--- src/rtl/adc_avg_pkg.sv ---
// Shared constants and state encoding for the ADC block averager.
// Contents: sample width, default period/timeout, FSM state encoding and enum type.
package adc_avg_pkg;

  localparam int unsigned SampleW    = 12;
  localparam int unsigned DefPeriod  = 2400;
  localparam int unsigned DefTimeout = 4096;

  localparam logic [2:0] StIdleEnc = 3'd0;
  localparam logic [2:0] StTrigEnc = 3'd1;
  localparam logic [2:0] StWaitEnc = 3'd2;
  localparam logic [2:0] StGapEnc  = 3'd3;
  localparam logic [2:0] StDoneEnc = 3'd4;

  typedef enum logic [2:0] {
    StIdle = StIdleEnc,
    StTrig = StTrigEnc,
    StWait = StWaitEnc,
    StGap  = StGapEnc,
    StDone = StDoneEnc
  } state_e;

endpackage

--- src/rtl/cycle_timer.sv ---
// Loadable down-counter.
// Ports:
//   clk_i, rst_ni  clock, asynchronous active-low reset
//   i_load         load i_value this cycle (takes priority over counting)
//   i_value        count loaded on i_load
//   o_expire       high while the count equals 1 (last cycle before reaching zero)
//   o_zero         high while the count is zero (timer idle / already expired)
module cycle_timer #(
  parameter int unsigned WIDTH = 16
) (
  input  logic             clk_i,
  input  logic             rst_ni,
  input  logic             i_load,
  input  logic [WIDTH-1:0] i_value,
  output logic             o_expire,
  output logic             o_zero
);

  logic [WIDTH-1:0] r_cnt;

  always_ff @(posedge clk_i or negedge rst_ni) begin
    if (!rst_ni) begin
      r_cnt <= '0;
    end else if (i_load) begin
      r_cnt <= i_value;
    end else if (r_cnt != '0) begin
      r_cnt <= r_cnt - 1'b1;
    end
  end

  assign o_expire = (r_cnt == WIDTH'(1));
  assign o_zero   = (r_cnt == '0);

endmodule

--- src/rtl/adc_avg_seq.sv ---
// Sequences ADC conversions and averages blocks of 2^LOG2_N samples.
// Ports:
//   clk_i, rst_ni  clock, asynchronous active-low reset
//   en_i           level enable; blocks run back to back while high
//   start_o        one-cycle conversion request
//   eoc_i, din_i   end-of-conversion (rising edge used) and sample
//   avg_o          last block average, held until the next block completes
//   avg_valid_o    one-cycle pulse when avg_o updates
//   busy_o         high outside IDLE
//   err_o          one-cycle pulse when a conversion times out
module adc_avg_seq
  import adc_avg_pkg::*;
#(
  parameter int unsigned LOG2_N  = 4,
  parameter int unsigned PERIOD  = DefPeriod,
  parameter int unsigned TIMEOUT = DefTimeout
) (
  input  logic               clk_i,
  input  logic               rst_ni,
  input  logic               en_i,
  output logic               start_o,
  input  logic               eoc_i,
  input  logic [SampleW-1:0] din_i,
  output logic [SampleW-1:0] avg_o,
  output logic               avg_valid_o,
  output logic               busy_o,
  output logic               err_o
);

  localparam int unsigned AccW = SampleW + LOG2_N;
  localparam int unsigned PerW = $clog2(PERIOD + 1);
  localparam int unsigned TmoW = $clog2(TIMEOUT + 1);
  localparam logic [LOG2_N-1:0] CntLast = '1;

  state_e              r_state;
  logic [AccW-1:0]     r_acc;
  logic [LOG2_N-1:0]   r_cnt;
  logic                r_eoc_q;
  logic                r_start;
  logic                r_avg_valid;
  logic                r_err;
  logic [SampleW-1:0]  r_avg;

  logic w_edge;
  logic w_tmr_load;
  logic w_per_exp, w_per_zero;
  logic w_tmo_exp, w_tmo_zero;

  assign w_edge     = eoc_i & ~r_eoc_q;
  assign w_tmr_load = (r_state == StTrig);

  // Both timers load value-1 so expiry is seen in the cycle before the next
  // state, giving exactly PERIOD / TIMEOUT cycles from start_o.
  cycle_timer #(
    .WIDTH (PerW)
  ) u_period_timer (
    .clk_i    (clk_i),
    .rst_ni   (rst_ni),
    .i_load   (w_tmr_load),
    .i_value  (PerW'(PERIOD - 1)),
    .o_expire (w_per_exp),
    .o_zero   (w_per_zero)
  );

  cycle_timer #(
    .WIDTH (TmoW)
  ) u_timeout_timer (
    .clk_i    (clk_i),
    .rst_ni   (rst_ni),
    .i_load   (w_tmr_load),
    .i_value  (TmoW'(TIMEOUT - 1)),
    .o_expire (w_tmo_exp),
    .o_zero   (w_tmo_zero)
  );

  always_ff @(posedge clk_i or negedge rst_ni) begin
    if (!rst_ni) begin
      r_state     <= StIdle;
      r_acc       <= '0;
      r_cnt       <= '0;
      r_eoc_q     <= 1'b0;
      r_start     <= 1'b0;
      r_avg_valid <= 1'b0;
      r_err       <= 1'b0;
      r_avg       <= '0;
    end else begin
      r_eoc_q     <= eoc_i;
      r_start     <= 1'b0;
      r_avg_valid <= 1'b0;
      r_err       <= 1'b0;
      unique case (r_state)
        StIdle: begin
          if (en_i) begin
            r_state <= StTrig;
            r_start <= 1'b1;
          end
        end
        StTrig: r_state <= StWait;
        StWait: begin
          // An edge coinciding with timeout expiry wins.
          if (w_edge) begin
            r_acc   <= r_acc + AccW'(din_i);
            r_cnt   <= r_cnt + 1'b1;
            r_state <= (r_cnt == CntLast) ? StDone : StGap;
          end else if (w_tmo_exp || w_tmo_zero) begin
            r_err   <= 1'b1;
            r_acc   <= '0;
            r_cnt   <= '0;
            r_state <= StIdle;
          end
        end
        StGap: begin
          // Zero covers a period that already ran out during a slow conversion.
          if (w_per_exp || w_per_zero) begin
            if (en_i) begin
              r_state <= StTrig;
              r_start <= 1'b1;
            end else begin
              r_acc   <= '0;
              r_cnt   <= '0;
              r_state <= StIdle;
            end
          end
        end
        StDone: begin
          // Accumulator already holds the final sample.
          r_avg       <= r_acc[AccW-1:LOG2_N];
          r_avg_valid <= 1'b1;
          r_acc       <= '0;
          r_cnt       <= '0;
          r_state     <= StIdle;
        end
        default: r_state <= StIdle;
      endcase
    end
  end

  assign start_o     = r_start;
  assign avg_o       = r_avg;
  assign avg_valid_o = r_avg_valid;
  assign err_o       = r_err;
  assign busy_o      = (r_state != StIdle);

endmodule

--- config.mk ---
export PLATFORM = sky130hd
export DESIGN_NAME = adc_avg_seq
export DESIGN_NICKNAME = d
export VERILOG_FILES = /design/src/rtl/adc_avg_pkg.sv /design/src/rtl/cycle_timer.sv /design/src/rtl/adc_avg_seq.sv
export SDC_FILE = /design/constraint.sdc
export NUM_CORES = 1
export LEC_CHECK = 0
export BUFFER_PORTS_ARGS = -buffer_cell sky130_fd_sc_hd__buf_2
export CORE_ASPECT_RATIO = 1.25
export CORE_MARGIN = 5
export CORE_UTILIZATION = 50
export CTS_CLUSTER_SIZE = 30
export DETAILED_ROUTE_END_ITERATION = 8
export GPL_TIMING_DRIVEN = 0
export PLACE_DENSITY = 0.75
export SLEW_MARGIN = 25
export SYNTH_ARGS = -nofsm -noshare
export SYNTH_HDL_FRONTEND = slang
export SYNTH_SLANG_ARGS = --single-unit
--- constraint.sdc ---
create_clock -name clk_i -period 5.7 [get_ports clk_i]
set_clock_uncertainty 0.15 [all_clocks]
set_input_delay 0.57 -clock clk_i [delete_from_list [all_inputs] [get_ports clk_i]]
set_output_delay 0.57 -clock clk_i [all_outputs]
set_load 0.1 [all_outputs]
==> results.yml <==
run_status:
  status: "finished clean"
timing:
  fin_crit_sh: 0.444
  slew_headroom: 0.486
  finalSetupViolCount: 0
  rsz0062_at_grt: "no"
  period_minus_slack_ps: 2530
  hold_viol: 0
  fin_setup_tns_ps: 0
  worstMarginPinSlew_ps: 764
  slew_viol_final: 0
  fmax_mhz: 395
logic_synthesis:
  syn_nets: 383
  yosys_register_bits: 64
  synth_top_area_frac: 0.453
  yosys-top-cells-area: "dfrtp_1 (45%), ha_1 (6.7%), xnor2_1 (4.2%), mux2_2 (4.1%), nand2_1 (4.1%)"
  ys_types: 57
  yosys_warnings: 0
  ys_async_sr_fraction: 1.00
  seq_area_frac_synth: 0.453
  synth-edff-count: 0
  synth_flop_cell: "dfrtp_1"
  syn_inst: 347
  avgSynthCellArea_um2: 10.2
  yosys.area.top_type: "dfrtp_1"
  netlist_area_mm2: 0.00354
finish:
  multiInputGateArea_mm2: 0.00183
  nNetsFinal: 427
  fin_area_mm2: 0.00410
  nFillCells: 582
  drive_gt1_frac: 0.207
  ff_latch_area_mm2: 0.00160
  n_antenna_cell: 0
  area_delta_synth_final_pct: 16.1
detailed_routing:
  drc: 0
  drtPass1Iterations: 4
  drt_iter0_drc: 85
  postRouteWirelength_mm: 7.21
  avgRoutedWirePerCell_um: 14.8
  vias: 2695
  ant_nets: 0
  via_per_inst: 5.55
clock_tree:
  clock_sinks: 64
  cts_resized: 0
  clk_pin_slew_worst_paths_ps: 70
  cts_buffers: 9
  cts_tree: "yes"
  post-cts-setup-buffers: 0
  cts-root-buf: "clkbuf_8"
  clk_latency_ps: 350
  htree_levels: 3
  clk_path_buf_depth: 2
worst_setup_path:
  cp-end-kind: "register"
  path_class: "register to register"
  critPathLaunchType: "register"
  cp_data_arrival_time_ps: 2640
  cp.required_ps: 5810
  cp_max_fo: 4
floorplanning:
  dieArea_mm2: 0.00886
  die_h_um: 104
  rows: 34
  num_io_pins: 32
  initial_core_util: 0.510
  core_mm2: 0.00693
  fp.dieW_um: 85.2
power_and_ir_drop:
  comb_power_share: 0.363
  clockPowerShare: 0.275
  leakage_uw: 0.00188
  p_sw_uw: 684
  power_per_cell_area_mw_per_mm2: 436
  sequentialPowerShare: 0.362
  power.internal_uw: 1100
  ir_drop_mv: 0.350
  p_sw_frac: 0.383
global_routing:
  antenna_found_initial: 0
  grt_max_degree: 46
  gr-total-overflow: 0
  grt_pass1_wl_mm: 12.8
  grt_pass1_vias: 2765
  grtUsageTotal: 0.181
worst_hold_path:
  holdCritPathClass: "primary input to register"
job:
  cap_viol_max_count: 0
placement:
  dp.final_hpwl_mm: 5.28
  post_dp_cell_area_mm2: 0.00384
  place_congestion: 0.840
  io_buffers: 31
synthesized netlist by cell type (2+ instances only):
library cell and number:
nand2_1 39, nor3_1 5, buf_6 2, dfrtp_1 64
nand4b_1 2, nand4_1 3, xnor2_1 17, a31oi_1 3
nor2b_1 5, a22o_1 3, or4_1 4, a21oi_1 13
o2111ai_1 2, a21o_1 4, buf_2 4, nand3_1 10
xor2_1 8, nand2b_1 7, o21ai_0 21, or3_1 6
ha_1 19, a211o_1 2, nor2_1 26, and2_1 2
mux2_2 13, clkbuf_1 6, nor4_4 3, a311oi_1 2
and3_1 4, o21ai_1 3, nor4_2 3, inv_1 12
o211ai_1 3, nor4_1 4
critical path, stage by stage, from the launching register on:
cell      delay [ps]
dfrtp_1          390
ha_1             210
inv_1             70
fa_1             210
nor2b_1           70
o211ai_1         220
a21oi_1          140
o41ai_1          660
a21oi_1          140
o21ai_0          190
flip-flops by register name (all words and copies together) (netlist names):
name / count
r_acc: 16
u_timeout_timer.r_cnt: 13
u_period_timer.r_cnt: 12
r_state: 3
start_o: 1
r_cnt: 4
r_eoc_q: 1
avg_o: 12
err_o: 1
avg_valid_o: 1
layout make-up:
cell class | count | share of cell area
plain buffers | 12 | 0.0159
clock buffers | 10 | 0.0335
clock inverters | 6 | 0.0284
inverters | 12 | 0.0110
multi-input cells | 259 | 0.446
flip-flops and latches | 64 | 0.390
well taps | 90 | 0.0274
repair buffers | 33 | 0.0476
path summary, 6_finish.rpt:
kind / startpoint / end / slack (ps) / cells after the start
max: r_acc[0] / r_acc[12] / 3170 / 9
max in group asynchronous: rst_ni / r_acc[8] / 4400 / 3
min reg2reg: r_acc[2] / r_acc[2] / 350 / 2
max reg2reg: r_acc[0] / r_acc[12] / 3170 / 9
min: eoc_i / r_eoc_q / 230 / 1
min in group asynchronous: rst_ni / avg_o[0] / 490 / 2
layout by cell type (no fill, tap or decap), types with 3 or more instances in the layout:
| cell | count |
|---|---|
| xnor2_1 | 17 |
| nand3_1 | 10 |
| o21ai_1 | 3 |
| clkbuf_8 | 10 |
| a22o_1 | 3 |
| and3_1 | 4 |
| ha_1 | 19 |
| nor2_1 | 26 |
| nor2b_1 | 5 |
| nand2_1 | 39 |
| dfrtp_1 | 64 |
| clkinv_4 | 3 |
| nor4_4 | 3 |
| nor4_2 | 4 |
| nand4_1 | 3 |
| a21o_1 | 4 |
| o21ai_0 | 21 |
| bufinv_16 | 3 |
| nor3_1 | 5 |
| xor2_1 | 8 |
| or3_1 | 6 |
| nand2b_1 | 7 |
| mux2_2 | 13 |
| nor4_1 | 3 |
| inv_1 | 12 |
| clkbuf_1 | 6 |
| a21oi_1 | 13 |
| a31oi_1 | 3 |
| buf_2 | 34 |
| o211ai_1 | 3 |
| or4_1 | 4 |
metrics by stage:
stage | utilization | hold slack [ps] | power, uW | setup slack (ps) | instances
finish | 0.592 | 227 | 1790 | 3170 | 486
global route | 0.592 | 199 | 1930 | 2960 | 486
CTS | 0.592 | 203 | 1800 | 3210 | 486
detailed placement | 0.554 | 328 | 1300 | 2910 | 469
global placement | 0.549 | 320 | 1270 | 2940 | 468
floorplan | - | 124 | 1140 | 3320 | 347
routing by layer:
layer	vias to the layer above	global-route usage	share of wire
met5	-	0	0
met4	0	0.0690	0.011
met3	7	0.0428	0.038
met2	49	0.299	0.52
met1	1311	0.229	0.43
li1	1328	-	-
power by group through the flow:
| stage | Clock (uW) | Combinational (uW) | Sequential (uW) |
|---|---|---|---|
| floorplan | 0 | 498 | 642 |
| global placement | 0 | 624 | 647 |
| detailed placement | 0 | 647 | 655 |
| CTS | 501 | 652 | 647 |
| global route | 524 | 739 | 664 |
| finish | 491 | 649 | 648 |
repair_timing:
item	in CTS	in global routing
hold buffers	1	0
setup endpoints to repair	0	0
endpoints found under the hold margin	19	0
cell families after synthesis:
family,share of synthesized area
and+or+nand+nor,0.212
AOI/OAI and AO/OA,0.127
DFF,0.453
xor gates and xnor gates,0.0619
buffers and inverters,0.0311
adders and majority gates,0.0729
muxes,0.0414
No activity file was read; power rests on OpenSTA's default activity.
